==> config.mk <==
export PLATFORM = sky130hd
export DESIGN_NAME = inst_queue
export DESIGN_NICKNAME = d
export VERILOG_FILES = /design/src/rtl/kiwi_pkg.sv /design/src/rtl/iq_line_fifo.sv /design/src/rtl/inst_queue.sv
export SDC_FILE = /design/constraint.sdc
export NUM_CORES = 2
export LEC_CHECK = 0
export BUFFER_PORTS_ARGS = -buffer_cell sky130_fd_sc_hd__buf_4
export CAP_MARGIN = 10
export CELL_PAD_IN_SITES_DETAIL_PLACEMENT = 0
export CELL_PAD_IN_SITES_GLOBAL_PLACEMENT = 2
export CORE_AREA = 2 2 454 456
export CTS_CLUSTER_SIZE = 10
export DETAILED_ROUTE_END_ITERATION = 8
export DIE_AREA = 0 0 456 458
export MAX_ROUTING_LAYER = met4
export PLACE_DENSITY = 0.83
export SETUP_SLACK_MARGIN = 0.4
export SLEW_MARGIN = 10
export SYNTH_ARGS = -nofsm -noshare
export SYNTH_HDL_FRONTEND = slang
export SYNTH_SLANG_ARGS = --single-unit
==> constraint.sdc <==
create_clock -name clk -period 18 [get_ports clk]
set_clock_uncertainty 0.15 [all_clocks]
set_input_delay 1.8 -clock clk [delete_from_list [all_inputs] [get_ports clk]]
set_output_delay 1.8 -clock clk [all_outputs]
set_load 0.01 [all_outputs]
==> src/rtl/kiwi_pkg.sv <==
// Shared front-end constants and the buffered-line record used by the instruction queue.
package kiwi_pkg;
  localparam int XLEN           = 64;
  localparam int LINE_SIZE      = 512;
  localparam int INST_WIDTH     = 32;
  localparam int WORDS_PER_LINE = 16;
  localparam int OFFSET_WIDTH   = 6;
  localparam int WIDX_W         = $clog2(WORDS_PER_LINE);
  localparam int LPC_W          = XLEN - OFFSET_WIDTH;

  // One fetched line: data, line-aligned PC and the first word fetch asked for.
  typedef struct packed {
    logic [LINE_SIZE-1:0] data;
    logic [LPC_W-1:0]     line_pc;
    logic [WIDX_W-1:0]    start_idx;
  } iq_line_t;

  // Rebuild a byte PC from the line PC and a word index inside the line.
  function automatic logic [XLEN-1:0] word_pc(input logic [LPC_W-1:0] lpc,
                                              input logic [WIDX_W-1:0] w);
    return {lpc, w, 2'b00};
  endfunction
endpackage

==> src/rtl/iq_line_fifo.sv <==
// Circular line buffer for the instruction queue: head/tail/count with push, pop and flush.
module iq_line_fifo
  import kiwi_pkg::*;
#(
  parameter  int DEPTH = 4,
  localparam int PW    = $clog2(DEPTH),
  localparam int CW    = PW + 1
) (
  input  logic          clk,
  input  logic          rst_n,
  input  logic          push,
  input  logic          pop,
  input  logic          flush,
  input  iq_line_t      wr_line,
  output iq_line_t      head_line,
  output logic [CW-1:0] count,
  output logic          full,
  output logic          empty
);
  iq_line_t         mem [DEPTH];
  logic [PW-1:0]    head, tail;

  // Pointer and occupancy state; flush wins over any same-cycle push/pop.
  always_ff @(posedge clk or negedge rst_n) begin
    if (!rst_n) begin
      head  <= '0;
      tail  <= '0;
      count <= '0;
    end else if (flush) begin
      head  <= '0;
      tail  <= '0;
      count <= '0;
    end else begin
      if (push) tail <= tail + 1'b1;
      if (pop)  head <= head + 1'b1;
      count <= count + CW'(push) - CW'(pop);
    end
  end

  // Line storage; validity is tracked by count, so the payload needs no reset.
  always_ff @(posedge clk) begin
    if (push) mem[tail] <= wr_line;
  end

  assign head_line = mem[head];
  assign full      = (count == CW'(DEPTH));
  assign empty     = (count == '0);
endmodule

==> src/rtl/inst_queue.sv <==
// Instruction queue between Icache and decode: buffers lines, slices them into
// in-order instruction pairs from the fetch offset, back-pressures fetch, flushes on squash.
module inst_queue
  import kiwi_pkg::*;
#(
  parameter int LINE_DEPTH = 4,
  parameter int DEC_WIDTH  = 2
) (
  input  logic                            clk,
  input  logic                            rst_n,
  input  logic                            icache_valid_i,
  input  logic [XLEN-1:0]                 icache_pc_i,
  input  logic [LINE_SIZE-1:0]            icache_data_i,
  output logic                            stall_icache_o,
  output logic [DEC_WIDTH-1:0]            dec_valid_o,
  output logic [DEC_WIDTH*INST_WIDTH-1:0] dec_inst_o,
  output logic [DEC_WIDTH*XLEN-1:0]       dec_pc_o,
  input  logic                            dec_ready_i,
  input  logic                            squash_pipe_i
);
  localparam int CW = $clog2(LINE_DEPTH) + 1;

  iq_line_t                        wr_line, head_line;
  logic [CW-1:0]                   count;
  logic                            full, empty;
  logic                            enq, deq, pop;
  logic [WIDX_W-1:0]               w_q, w_eff;
  logic                            fresh_q;
  logic [WIDX_W:0]                 n_deq, adv;
  logic [DEC_WIDTH-1:0][WIDX_W:0]  slot_idx;

  assign wr_line = '{data:      icache_data_i,
                     line_pc:   icache_pc_i[XLEN-1:OFFSET_WIDTH],
                     start_idx: icache_pc_i[OFFSET_WIDTH-1:2]};

  // Stall depends only on registered occupancy, so a pop never frees a slot the same cycle.
  assign stall_icache_o = full;
  assign enq = icache_valid_i && !full && !squash_pipe_i;
  assign deq = dec_ready_i && dec_valid_o[0];
  assign pop = deq && adv[WIDX_W] && !squash_pipe_i;

  iq_line_fifo #(.DEPTH(LINE_DEPTH)) u_fifo (
    .clk       (clk),
    .rst_n     (rst_n),
    .push      (enq),
    .pop       (pop),
    .flush     (squash_pipe_i),
    .wr_line   (wr_line),
    .head_line (head_line),
    .count     (count),
    .full      (full),
    .empty     (empty)
  );

  // A line that just became head reads its own start index instead of the stale word pointer.
  assign w_eff = fresh_q ? head_line.start_idx : w_q;

  // Slot s takes word w+s of the head line; slots stop at the line end and never spill over.
  for (genvar s = 0; s < DEC_WIDTH; s++) begin : g_slot
    assign slot_idx[s]    = {1'b0, w_eff} + (WIDX_W+1)'(s);
    assign dec_valid_o[s] = !empty && !slot_idx[s][WIDX_W];
    assign dec_inst_o[s*INST_WIDTH +: INST_WIDTH] = dec_valid_o[s] ?
      head_line.data[slot_idx[s][WIDX_W-1:0]*INST_WIDTH +: INST_WIDTH] : '0;
    assign dec_pc_o[s*XLEN +: XLEN] = dec_valid_o[s] ?
      word_pc(head_line.line_pc, slot_idx[s][WIDX_W-1:0]) : '0;
  end

  // Words consumed this cycle and where the pointer lands; reaching 16 retires the line.
  always_comb begin
    n_deq = '0;
    for (int s = 0; s < DEC_WIDTH; s++) n_deq = n_deq + (WIDX_W+1)'(dec_valid_o[s]);
    adv = {1'b0, w_eff} + n_deq;
  end

  // Word pointer within the head line.
  always_ff @(posedge clk or negedge rst_n) begin
    if (!rst_n) begin
      w_q     <= '0;
      fresh_q <= 1'b1;
    end else if (squash_pipe_i) begin
      w_q     <= '0;
      fresh_q <= 1'b1;
    end else if (deq) begin
      if (adv[WIDX_W]) begin
        fresh_q <= 1'b1;
      end else begin
        w_q     <= adv[WIDX_W-1:0];
        fresh_q <= 1'b0;
      end
    end
  end
endmodule
==> metrics.txt <==
CP max FO 85; clock root buffer clkbuf_16; vias per inst 5.89; CP startpoint u_fifo.head[0]; gpl congestion 0.834; CTS Hold Bufs 0; CTS tree built; vias in the first global route a little under 50000; FF-to-FF Start u_fifo.count[2]; first-pass GRT wire length between 300000 and 400000 um; reg2reg end u_fifo.mem[1][250]; #FFs+latches synth 2308; Overflow after GRT 0; register area share after synthesis between 70% and 80%; R2R depth 8; Ports between 700 and 800; I/O Buffers 769; initial drt markers ~4400; f_max approximately 0.09 GHz; Detailed Route WL 267000 um; via count approximately 49000; Num Clock Sinks 2308; Die Footprint around 210000 um^2; largest net degree at the start of global routing 138; Netlist cell types between 50 and 60; initial antenna violation count 103; PostCTS Resize Cnt 0; WP data arrival 9.04 ns; peak supply drop roughly 110 uV; Initial Util roughly 46%; Bufs on Longest Clock Path 4; final number of max-transition violations 0; startpoint types flip-flop; P per Cell Area around 120 nW/um^2; clock-pin slew on the worst setup and hold paths 0.06 ns; Mapped Area between 90000 and 100000 um^2; Lkg Pwr between 0.03 and 0.04 uW; RSZ-0062 raised after global routing false; Post-layout nets 6038; status finished clean; Final Hold Fails 0; Slew headroom 1.79%; Detail Placement HPWL about 170000 um; crit end category output pin; core area slightly above 200000 um^2; Reg2Reg Setup Slack 12.13 ns; period utilization around 61%; drt drc 0; Final Power between 10000 and 15000 uW; post-CTS setup repair buffer count 0; WL per Instance 32.2 um; # setup viols final 0; maxcap violations 0; warnings from Yosys 0; Synth Flop Type edfxtp_1; FP Rows approximately 170; Setup CP Type flip-flop to output pin; worst-margin pin slew approximately 1.5 ns; Critical Path End dec_inst_o[54]; antenna viol nets, final 0; drt first pass iters 8; layout cell share with drive strength beyond 1 between 30% and 40%; total CTS buffers approximately 290; Post-synth EDFFs approximately 2300; final setup TNS 0 ns; clock latency on the worst-skew pair between 0.9 and 1 ns; Die Y between 400 and 500 um; Worst Hold Class flip-flop to flip-flop; cells after synthesis around 4600; crit path time final about 11 ns; H-tree level count 5; syn avg cell area 20.3 um^2; ys async rst share less than 1%; WP data required around 16 ns; Layout area overhead 18.0%; Die X between 400 and 500 um; global-route usage over all layers around a quarter
layout make-up:
| type | instances | area, um^2 |
|---|---|---|
| Sequential cell | 2308 | 69300 |
| Clock inverter | 25 | 195 |
| Tap cell | 2688 | 3360 |
| Timing Repair Buffer | 865 | 6660 |
| Multi-Input combinational cell | 1972 | 22700 |
| Inverter | 12 | 52.6 |
| Clock buffer | 326 | 7500 |
| Antenna cell | 78 | 195 |
| Fill cell | 15700 | 93800 |
critical path, cell delays in order (launching register included):
cell and delay [ns]:
dfrtp_4 0.85, buf_4 0.77, buf_12 0.53, mux2_2 0.44, o221ai_4 0.16, buf_4 0.50, inv_8 0.34, ha_4 1.01
inv_2 0.42, a2111oi_4 0.38, buf_4 0.38, buf_4 0.78, a32o_1 0.24, a221oi_1 0.06, buf_4 0.24, a32o_1 0.28
buf_4 0.17
synthesized netlist by cell type, types with 15 or more instances:
master    instances  area (um^2)
a22o_1           32          280
mux2i_1         372         3720
and2_1          124          776
o22ai_1          33          206
buf_4            15          113
nand2_1         420         1580
a32o_1           44          440
nor2_1           21         78.8
a221oi_1         22          193
a32oi_1          62          543
clkbuf_1        129          484
a21oi_1          35          175
edfxtp_1       2296        68900
nor4_1           34          213
mux4_2          578        13000
nand3_1          89          445
buf_2           133          666
through the flow:
stage	hold WS (ns)	area [um^2]	setup slack, ns	util, %	instances
6_report	0.385	110000	7.01	54.0	8274
5_1_grt	0.442	110000	6.62	53.9	8263
4_1_cts	0.381	110000	6.95	53.9	8196
3_5_place_dp	0.365	102000	7.96	50.1	7845
3_3_place_gp	0.357	102000	7.95	50.1	7845
2_1_floorplan	0.328	93200	1.74	-	4583
registers in the layout (all words and copies together) (netlist names):
signal / flops
u_fifo.mem: 2296
u_fifo.count: 3
w_q: 4
u_fifo.head: 2
fresh_q: 1
u_fifo.tail: 2
layout by cell type (no fill, tap or decap), types with 32 or more instances in the layout:
master     instances
a21oi_1           35
a22o_1            32
a32o_1            44
a32oi_1           62
and2_1           119
buf_4            852
clkbuf_16        295
diode_2           78
edfxtp_1        2296
mux2i_1          372
mux4_2           578
nand2_1          417
nand3_1           89
nor4_1            34
o22ai_1           33
worst min path at each step:
stage               startpoint     end  slack, ns  depth (start not counted)
finish                  w_q[1]  w_q[1]       0.39                          2
global route            w_q[3]  w_q[3]       0.44                          2
CTS                     w_q[1]  w_q[1]       0.38                          2
detailed placement      w_q[1]  w_q[1]       0.36                          2
global placement        w_q[1]  w_q[1]       0.36                          2
floorplan               w_q[1]  w_q[1]       0.33                          2
kinds of logic (layout without fill, tap and decap cells):
family / count (synthesis) / after routing / synth area share [%]
adders and majority gates: 10 / 10 / 0.142
other: 1 / 82 / 0.00402
buffers and inverters: 303 / 1228 / 1.48
AOI/OAI and AO/OA: 270 / 270 / 2.41
xor gates and xnor gates: 6 / 6 / 0.0564
and+or+nand+nor: 728 / 728 / 3.59
muxes: 954 / 954 / 18.0
DFF: 2308 / 2308 / 74.3
power by group:
group          leakage [uW]  internal [uW]  switching (uW)
combinational        0.0118            578            1060
sequential           0.0210           6130            37.5
clock               0.00376           2930            1990
total                0.0365           9640            3090
routing by layer:
metal,wire [um],up-vias,global-route usage [%],share of wire [%]
li1,-,20700,-,-
met1,95300,25600,29.4,36
met2,140000,1941,43.9,53
met3,18100,475,5.48,6.8
met4,12700,0,13.1,4.8
met5,0,-,-,0
Power figures use the tool's default switching activity.
